===== src/rtl/dmem_arb.sv =====
// Two-requester data-memory arbiter: cpu has fixed priority, dbg gets
// starvation protection and a bounded lock for atomic multi-word sequences.
module dmem_arb #(
    parameter int unsigned ADDR_WIDTH   = 12,
    parameter int unsigned DATA_WIDTH   = 24,
    parameter int unsigned STARVE_LIMIT = 4,
    parameter int unsigned LOCK_MAX     = 8
) (
    input  logic                  iw_clk,
    input  logic                  iw_rst_n,
    input  logic                  iw_cpu_req,
    input  logic                  iw_cpu_we,
    input  logic [ADDR_WIDTH-1:0] iw_cpu_addr,
    input  logic [DATA_WIDTH-1:0] iw_cpu_wdata,
    output logic                  ow_cpu_gnt,
    output logic                  ow_cpu_stall,
    output logic                  or_cpu_rvalid,
    output logic [DATA_WIDTH-1:0] or_cpu_rdata,
    input  logic                  iw_dbg_req,
    input  logic                  iw_dbg_we,
    input  logic                  iw_dbg_lock,
    input  logic [ADDR_WIDTH-1:0] iw_dbg_addr,
    input  logic [DATA_WIDTH-1:0] iw_dbg_wdata,
    output logic                  ow_dbg_gnt,
    output logic                  or_dbg_rvalid,
    output logic [DATA_WIDTH-1:0] or_dbg_rdata,
    output logic                  ow_mem_en,
    output logic                  ow_mem_we,
    output logic [ADDR_WIDTH-1:0] ow_mem_addr,
    output logic [DATA_WIDTH-1:0] ow_mem_wdata,
    input  logic [DATA_WIDTH-1:0] iw_mem_rdata
);

    typedef enum logic {StShared, StLock} state_e;
    typedef enum logic [1:0] {PendNone, PendCpu, PendDbg} pend_e;

    localparam logic [3:0] StarveLim = 4'(STARVE_LIMIT);
    localparam logic [7:0] LockMax   = 8'(LOCK_MAX);

    state_e                state_q, state_d;
    pend_e                 pend_q, pend_d;
    logic [3:0]            wait_q, wait_d;
    logic [7:0]            lock_cnt_q, lock_cnt_d;
    logic [7:0]            lock_next;
    logic                  mask_q, mask_d;
    logic [DATA_WIDTH-1:0] cpu_rdata_q, cpu_rdata_d;
    logic [DATA_WIDTH-1:0] dbg_rdata_q, dbg_rdata_d;
    logic                  locked;

    // Dropping the lock takes effect in the same cycle: arbitrate as shared.
    always_comb begin
        locked     = (state_q == StLock) && iw_dbg_lock;
        ow_cpu_gnt = 1'b0;
        ow_dbg_gnt = 1'b0;
        if (locked) begin
            ow_dbg_gnt = iw_dbg_req;
        end else begin
            ow_dbg_gnt = iw_dbg_req && !mask_q && (!iw_cpu_req || wait_q == StarveLim);
            ow_cpu_gnt = iw_cpu_req && !ow_dbg_gnt;
        end
        ow_cpu_stall = iw_cpu_req && !ow_cpu_gnt;
    end

    always_comb begin
        ow_mem_en    = ow_cpu_gnt || ow_dbg_gnt;
        ow_mem_we    = 1'b0;
        ow_mem_addr  = '0;
        ow_mem_wdata = '0;
        if (ow_dbg_gnt) begin
            ow_mem_we    = iw_dbg_we;
            ow_mem_addr  = iw_dbg_addr;
            ow_mem_wdata = iw_dbg_wdata;
        end else if (ow_cpu_gnt) begin
            ow_mem_we    = iw_cpu_we;
            ow_mem_addr  = iw_cpu_addr;
            ow_mem_wdata = iw_cpu_wdata;
        end
    end

    always_comb begin
        state_d    = state_q;
        lock_cnt_d = lock_cnt_q;
        mask_d     = 1'b0;
        lock_next  = lock_cnt_q + 8'd1;

        if (!iw_dbg_req || ow_dbg_gnt) begin
            wait_d = 4'd0;
        end else if (wait_q < StarveLim) begin
            wait_d = wait_q + 4'd1;
        end else begin
            wait_d = wait_q;
        end

        // Reaching LOCK_MAX forces one cycle with dbg masked so cpu can get in.
        if (locked) begin
            if (ow_dbg_gnt) begin
                if (lock_next >= LockMax) begin
                    state_d    = StShared;
                    lock_cnt_d = 8'd0;
                    mask_d     = 1'b1;
                end else begin
                    lock_cnt_d = lock_next;
                end
            end
        end else if (ow_dbg_gnt && iw_dbg_lock) begin
            if (LockMax <= 8'd1) begin
                state_d    = StShared;
                lock_cnt_d = 8'd0;
                mask_d     = 1'b1;
            end else begin
                state_d    = StLock;
                lock_cnt_d = 8'd1;
            end
        end else begin
            state_d    = StShared;
            lock_cnt_d = 8'd0;
        end
    end

    // Read data is steered by the owner registered at grant time.
    always_comb begin
        if (ow_dbg_gnt && !iw_dbg_we) begin
            pend_d = PendDbg;
        end else if (ow_cpu_gnt && !iw_cpu_we) begin
            pend_d = PendCpu;
        end else begin
            pend_d = PendNone;
        end
        or_cpu_rvalid = (pend_q == PendCpu);
        or_dbg_rvalid = (pend_q == PendDbg);
        or_cpu_rdata  = or_cpu_rvalid ? iw_mem_rdata : cpu_rdata_q;
        or_dbg_rdata  = or_dbg_rvalid ? iw_mem_rdata : dbg_rdata_q;
        cpu_rdata_d   = or_cpu_rdata;
        dbg_rdata_d   = or_dbg_rdata;
    end

    always_ff @(posedge iw_clk or negedge iw_rst_n) begin
        if (!iw_rst_n) begin
            state_q     <= StShared;
            pend_q      <= PendNone;
            wait_q      <= 4'd0;
            lock_cnt_q  <= 8'd0;
            mask_q      <= 1'b0;
            cpu_rdata_q <= '0;
            dbg_rdata_q <= '0;
        end else begin
            state_q     <= state_d;
            pend_q      <= pend_d;
            wait_q      <= wait_d;
            lock_cnt_q  <= lock_cnt_d;
            mask_q      <= mask_d;
            cpu_rdata_q <= cpu_rdata_d;
            dbg_rdata_q <= dbg_rdata_d;
        end
    end

endmodule


===== config.mk =====
export PLATFORM = sky130hd
export DESIGN_NAME = dmem_arb
export DESIGN_NICKNAME = d
export VERILOG_FILES = /design/src/rtl/dmem_arb.sv
export SDC_FILE = /design/constraint.sdc
export NUM_CORES = 1
export LEC_CHECK = 0
export CAP_MARGIN = 20
export CORE_UTILIZATION = 38
export DETAILED_ROUTE_END_ITERATION = 6
export GPL_TIMING_DRIVEN = 0
export PLACE_DENSITY = 0.77
export SETUP_SLACK_MARGIN = 0.1
export SLEW_MARGIN = 20
export SYNTH_ARGS = -nofsm -noshare
export SYNTH_HDL_FRONTEND = slang
export SYNTH_SLANG_ARGS = --single-unit

===== constraint.sdc =====
create_clock -name iw_clk -period 2.3 [get_ports iw_clk]
set_input_delay 0.345 -clock iw_clk [delete_from_list [all_inputs] [get_ports iw_clk]]
set_output_delay 0.345 -clock iw_clk [all_outputs]
set_load 0.02 [all_outputs]

==> results of run 1 <==
-- path summary, 6_finish.rpt --
path / startpoint / endpoint / depth (start not counted)
max in group asynchronous: iw_rst_n / state_q / 3
max: wait_q[1] / ow_mem_wdata[12] / 10
min: iw_rst_n / dbg_rdata_q[7] / 2
min reg2reg: dbg_rdata_q[0] / dbg_rdata_q[0] / 1
max reg2reg: lock_cnt_q[0] / lock_cnt_q[2] / 5
min in group iw_clk: dbg_rdata_q[0] / dbg_rdata_q[0] / 1
-- flip-flops by register name, indices dropped and copies added (netlist names) --
register,flops
pend_q,2
cpu_rdata_q,24
lock_cnt_q,8
mask_q,1
wait_q,4
dbg_rdata_q,24
state_q,1
-- metal layers --
| layer | routed length, microns | part of all wire |
|---|---|---|
| met5 | 0 | 0 |
| met4 | 66 | 0.0071 |
| met3 | 705 | 0.076 |
| met2 | 4870 | 0.53 |
| met1 | 3610 | 0.39 |
-- final cells by class --
class,count,share of cell area
sequential,64,0.278
clock buffer,9,0.0215
multi-input combinational,180,0.263
timing repair buffer,211,0.335
tap,105,0.0228
inverter,45,0.0293
clock inverter,7,0.0178
buffer,15,0.0326
-- cell families after synthesis --
kind of cell	count (synthesis)	share of synthesized area
mux	86	0.277
simple gates	74	0.108
flops	64	0.480
buf+inv	60	0.0796
compound gates	14	0.0364
xor+xnor	3	0.00788
fa+ha+maj	3	0.0113
-- through the flow --
stage | std cells | cell area, sq um | utilization | power, mW
2_1_floorplan | 304 | 3330 | - | 2.17
3_3_place_gp | 602 | 5400 | 0.647 | 2.96
3_5_place_dp | 603 | 5420 | 0.650 | 3.01
4_1_cts | 629 | 5720 | 0.686 | 4.00
5_1_grt | 636 | 5770 | 0.691 | 4.17
6_report | 636 | 5770 | 0.691 | 3.96
-- power by group through the flow --
stage / Clock (mW) / Sequential, mW / Combinational (mW)
floorplan: 0 / 1.39 / 0.784
CTS: 1.11 / 1.39 / 1.50
global route: 1.17 / 1.41 / 1.60
detailed placement: 0 / 1.41 / 1.60
global placement: 0 / 1.40 / 1.57
finish: 1.08 / 1.38 / 1.50
-- cell usage after synthesis, types with 2 or more instances --
master and instances:
xnor2_1 2, o21ai_0 2, nor3b_1 2, buf_6 4, a311oi_1 2, nor3_1 5
nor2b_1 2, buf_2 8, dfrtp_1 64, clkbuf_1 3, and2_1 6, mux2_2 49
a21oi_1 2, nor2_1 4, inv_1 44, and3_1 6, mux2i_1 37, nand2_1 42
ha_1 3, nand4_1 2
-- what timing repair did --
item	CTS	global route
buffers inserted	7	7
hold endpoints to repair	11	0
setup endpoints to repair	91	79
pin swaps	2	1
hold buffers	1	0
resized for setup	304	59
cloned	2	1
==> flow_summary_export.csv, run 1 <==
group,metric,value,unit
global_route,grt_usage,0.201,
clock_tree,htreeDepth,3,
global_route,top_usage_layer,"met2",
final_layout,register_area,1600,sq um
critical_path,cp-start-kind,"flop",
clock_tree,cts_tree,"built",
floorplan,start_util,0.400,
floorplan,die_y,95.7,microns
routing,route.vias.total,2977,
final_layout,multi_input_area,1520,sq um
logic_synthesis,synth_top_area_cell,"dfrtp_1",
status,violations,"setup timing",
sta,fin_crit,2.50,ns
logic_synthesis,syn_area,3330,sq um
sta,clock.fmax,0.400,GHz
clock_tree,path_clk_slew,0.08,ns
critical_path,arrival,2.16,ns
final_layout,syn_to_final_growth,73.0,%
sta,drv_slew,0,
final_layout,final_cell_mix,"clkdlybuf4s50_1, dfrtp_1, buf_4",
global_route,use_met3,0.0590,
routing,drc_errors,0,
routing,drt_wl_total,9.25,mm
floorplan,fp-row-count,33,
routing,post_drt_via_cell_ratio,4.68,
routing,dr.pass1.iters,4,
logic_synthesis,synth_seq_cells,64,
sta,setup_viol,35,
logic_synthesis,synth_top_area_share,0.480,
logic_synthesis,ys_types,35,
clock_tree,cts-buffers-inserted,9,
floorplan,die_area,9150,sq um
sta,rsz0062_at_grt,"yes",
pwr,netSwitchingFraction,0.324,
critical_path,cp_common_cell,"buf_4",
routing,drtAntennaViolNets,0,
pwr,p_leak,2.89,nW
clock_tree,cts_sinks,64,
critical_path,path_max_fanout,5,
critical_path,setup.worst_path.end_class,"output port",
floorplan,core,8340,sq um
placement,dp_slack,-0.670,ns
clock_tree,cts_buffer_depth,2,
pwr,pwr-share-comb,0.378,
critical_path,path_buf_inv,5,
final_layout,fillers,663,
final_layout,nNetsFinal,632,
pwr,internal_power,2.68,mW
critical_path,regToRegSetupSlack,0.56,ns
final_layout,drive_gt1_frac,0.320,
pwr,power.density,688,nW/um^2
status,status,"finished with violations",
sta,worst_slew_pin_slew,0.391,ns
critical_path,required,1.96,ns
global_route,grt_pass1_wl,14.1,mm
routing,wl_per_cell,14.5,microns
pwr,netSwitchingPower,1.28,mW
logic_synthesis,synth_cells,304,
sta,skew,0.00617,ns
floorplan,dieWidth,95.7,microns
min_path,hold_class,"in -> async",
global_route,grt_pass1_vias,3027,
logic_synthesis,postSynthAreaPerCell,11.0,sq um
sta,finalCritPeriodShare,1.09,
placement,port_buffers,193,
logic_synthesis,ys.flop_type,"dfrtp_1",
routing,drt_iter0_drc,45,
global_route,overflow,0,
clock_tree,clock_latency,0.34,ns
clock_tree,cts_root_buf,"clkbuf_8",
critical_path,path_cells,"inv_2, ha_4, nand3b_4, a211oi_4, a31oi_4, buf_6, buf_4, clkbuf_16, mux2i_1, buf_4",
critical_path,path_delay_family,"buffers and inverters",
sta,final.setup.tns,-4.17,ns
logic_synthesis,ys_seq_area_frac,0.480,
critical_path,slowest_delay,0.39,ns
pwr,p_seq_frac,0.349,
sta,hold_violations,0,
global_route,antenna_found_initial,0,
critical_path,critPathSlowestCell,"dfrtp_1",
global_route,use_met1,0.228,
placement,hpwl,7.15,mm
sta,whs,0.386,ns
pwr,clkPwrFrac,0.273,
logic_synthesis,synth_edf_count,0,
final_layout,diodes,0,
critical_path,critical_path_class,"reg -> out",
sta,worst_slack,-0.200,ns
final_layout,final_common_cell,"clkdlybuf4s50_1",
logic_synthesis,yosysWarnings,0,
logic_synthesis,synth.area.top_cells,"dfrtp_1, mux2_2, mux2i_1, inv_1, nand2_1",
floorplan,ios,194,
global_route,grt_max_degree,54,
global_route,use_met2,0.365,
logic_synthesis,synthArstFlopShare,1.00,
sta,slew_headroom,0.739,
pwr,peakVddDrop,0.350,mV
logic_synthesis,synthesis.nets,410,
run,max-cap-violations,0,
placement,routabilityCongestion,0.733,
Power figures use the tool's default switching activity.
==> inputs of run 2 (changes only) <==
CELL_PAD_IN_SITES_DETAIL_PLACEMENT = 1   (was default)
CELL_PAD_IN_SITES_GLOBAL_PLACEMENT = 2   (was default)
CORE_UTILIZATION = 22   (was 38)
==> run 2 against run 1 <==
Effect of this change:
- critical endpoint is now ow_mem_wdata[2]
- first-iteration DRC count grew 120%
- wire length grew 17%
- combinational power is essentially flat
- highest routed layer unchanged
- maximum frequency grew 5.6%
- global-route usage shrank 6.1 points
- the run ends with DRC, setup timing left
==> flow_summary_export.csv, run 2 (synthesized netlist as in run 1, its figures left out) <==
group,metric,value,unit
status,status,"finished with violations",
status,violations,"DRC, setup timing",
critical_path,required,1.96,ns
placement,place_area,5510,sq um
clock_tree,path_clk_slew,0.05,ns
routing,dr.pass1.iters,6,
critical_path,critPathLaunch,"wait_q[1]",
clock_tree,cts-buffers-inserted,9,
routing,post_drt_via_cell_ratio,4.31,
sta,slew_headroom,0.744,
sta,clock.fmax,0.422,GHz
final_layout,syn_to_final_growth,79.5,%
pwr,netSwitchingPower,1.28,mW
final_layout,final_common_cell,"clkdlybuf4s50_1",
critical_path,timing.rr.start,"wait_q[1]",
sta,drv_slew,0,
critical_path,cp-start-kind,"flop",
clock_tree,cts_root_buf,"clkbuf_16",
placement,hpwl,8.40,mm
sta,rsz0062_at_grt,"yes",
floorplan,start_util,0.228,
sta,finalCritPeriodShare,1.03,
critical_path,cp-endpoint,"ow_mem_wdata[2]",
pwr,internal_power,2.89,mW
sta,worst_slew_pin_slew,0.384,ns
final_layout,fillers,1630,
pwr,power.density,697,nW/um^2
critical_path,setup.worst_path.end_class,"output port",
critical_path,regToRegSetupSlack,0.55,ns
critical_path,r2r_cells,9,
final_layout,drive_gt1_frac,0.344,
global_route,overflow,0,
routing,drt_wl_total,10.9,mm
floorplan,dieWidth,125,microns
placement,routabilityCongestion,0.754,
routing,drtAntennaViolNets,0,
sta,hold_violations,0,
global_route,grt_pass1_wl,17.1,mm
final_layout,nNetsFinal,639,
clock_tree,clock_latency,0.32,ns
sta,fin_crit,2.37,ns
clock_tree,htreeDepth,3,
global_route,grt_usage,0.140,
run,max-cap-violations,0,
floorplan,fp-row-count,44,
placement,dp_slack,-0.669,ns
routing,wl_per_cell,15.0,microns
pwr,netSwitchingFraction,0.308,
critical_path,timing.rr.end,"lock_cnt_q[0]",
pwr,p_leak,2.98,nW
global_route,grt_max_degree,44,
placement,port_buffers,193,
sta,setup_viol,37,
final_layout,final_cell_mix,"clkdlybuf4s50_1, dfrtp_1, buf_4",
global_route,grt_pass1_vias,3409,
routing,drt_iter0_drc,101,
sta,worst_slack,-0.0674,ns
global_route,antenna_found_initial,0,
routing,route.vias.total,3115,
final_layout,final_area,5980,sq um
clock_tree,cts_sinks,64,
routing,drc_errors,22,
critical_path,path_max_fanout,6,
pwr,pwr-share-comb,0.364,
floorplan,die_y,125,microns
pwr,clkPwrFrac,0.304,
critical_path,arrival,2.02,ns
final_layout,diodes,0,
critical_path,critical_path_class,"reg -> out",
pwr,p_seq_frac,0.332,
sta,skew,0.00500,ns
floorplan,ios,194,
final_layout,reg_top3,"cpu_rdata_q x24, dbg_rdata_q x24, lock_cnt_q x8",
clock_tree,cts_buffer_depth,2,
floorplan,core,14600,sq um
pwr,peakVddDrop,0.288,mV
clock_tree,cts_tree,"built",
min_path,hold_class,"in -> async",
floorplan,die_area,15600,sq um
[run 2: cell types whose count changed in the layout (fill, tap and decap cells not counted), moves of 4 or more]
cell	change
buf_4	+5
clkdlybuf4s15_1	-13
buf_2	+4
clkbuf_8	-7
clkbuf_16	+12
clkdlybuf4s15_2	+7
[run 2: worst max-delay path, cell delays in order (launching register included)]
cell and delay (ns):
dfrtp_1 0.39, inv_2 0.08, ha_4 0.14, nand3b_4 0.08, a211oi_4 0.27, a31oi_4 0.08, buf_6 0.18, clkbuf_16 0.16
mux2i_1 0.15, buf_4 0.17
[run 2: cell type report]
| class | count | area [sq um] | share of cell area |
|---|---|---|---|
| clock buffer | 14 | 274 | 0.0458 |
| buffer | 15 | 195 | 0.0326 |
| multi-input combinational | 180 | 1500 | 0.250 |
| timing repair buffer | 218 | 2010 | 0.335 |
| inverter | 45 | 169 | 0.0282 |
| clock inverter | 2 | 12.5 | 0.00209 |
| tap | 184 | 230 | 0.0385 |
| sequential | 64 | 1600 | 0.268 |
[run 2: how the worst min path moves through the flow]
stage,to,slack [ns],cells after the start,from
after detailed placement,state_q,0.27,1,iw_rst_n
after global routing,state_q,0.50,2,iw_rst_n
after floorplan,cpu_rdata_q[0],0.05,0,iw_rst_n
after global placement,cpu_rdata_q[7],0.48,1,cpu_rdata_q[7]
final,lock_cnt_q[1],0.46,2,iw_rst_n
after CTS,state_q,0.46,2,iw_rst_n
[run 2: what timing repair did]
item / in CTS / in global routing
setup buffers: 9 / 10
endpoints found under the setup margin: 91 / 80
cloned: 1 / 4
hold buffers: 1 / 0
endpoints found under the hold margin: 21 / 0
pin swaps: 3 / 1
resized for setup: 325 / 49
[run 2: through the flow]
step / hold slack, ns / cells / util / total power [mW] / TNS (ns)
after floorplan: 0.0494 / 304 / - / 2.17 / 0
after global placement: 0.479 / 681 / 0.375 / 2.98 / -111.54
after detailed placement: 0.274 / 682 / 0.376 / 3.03 / -33.88
after CTS: 0.462 / 709 / 0.398 / 4.21 / -2.39
after global routing: 0.498 / 722 / 0.409 / 4.40 / -4.88
final: 0.461 / 722 / 0.409 / 4.17 / -1.54
[run 2: per-layer routing]
layer | routed length [microns] | GRT usage
met1 | 4020 | 0.149
met2 | 5370 | 0.242
met3 | 1090 | 0.0535
met4 | 377 | 0.0732
met5 | 0 | 0
[run 2: power by group through the flow]
stage / logic [mW] / clock network (mW) / registers, mW
after floorplan: 0.784 / 0 / 1.39
after global placement: 1.59 / 0 / 1.40
after detailed placement: 1.62 / 0 / 1.41
after CTS: 1.50 / 1.32 / 1.39
after global routing: 1.62 / 1.36 / 1.42
final: 1.52 / 1.27 / 1.39
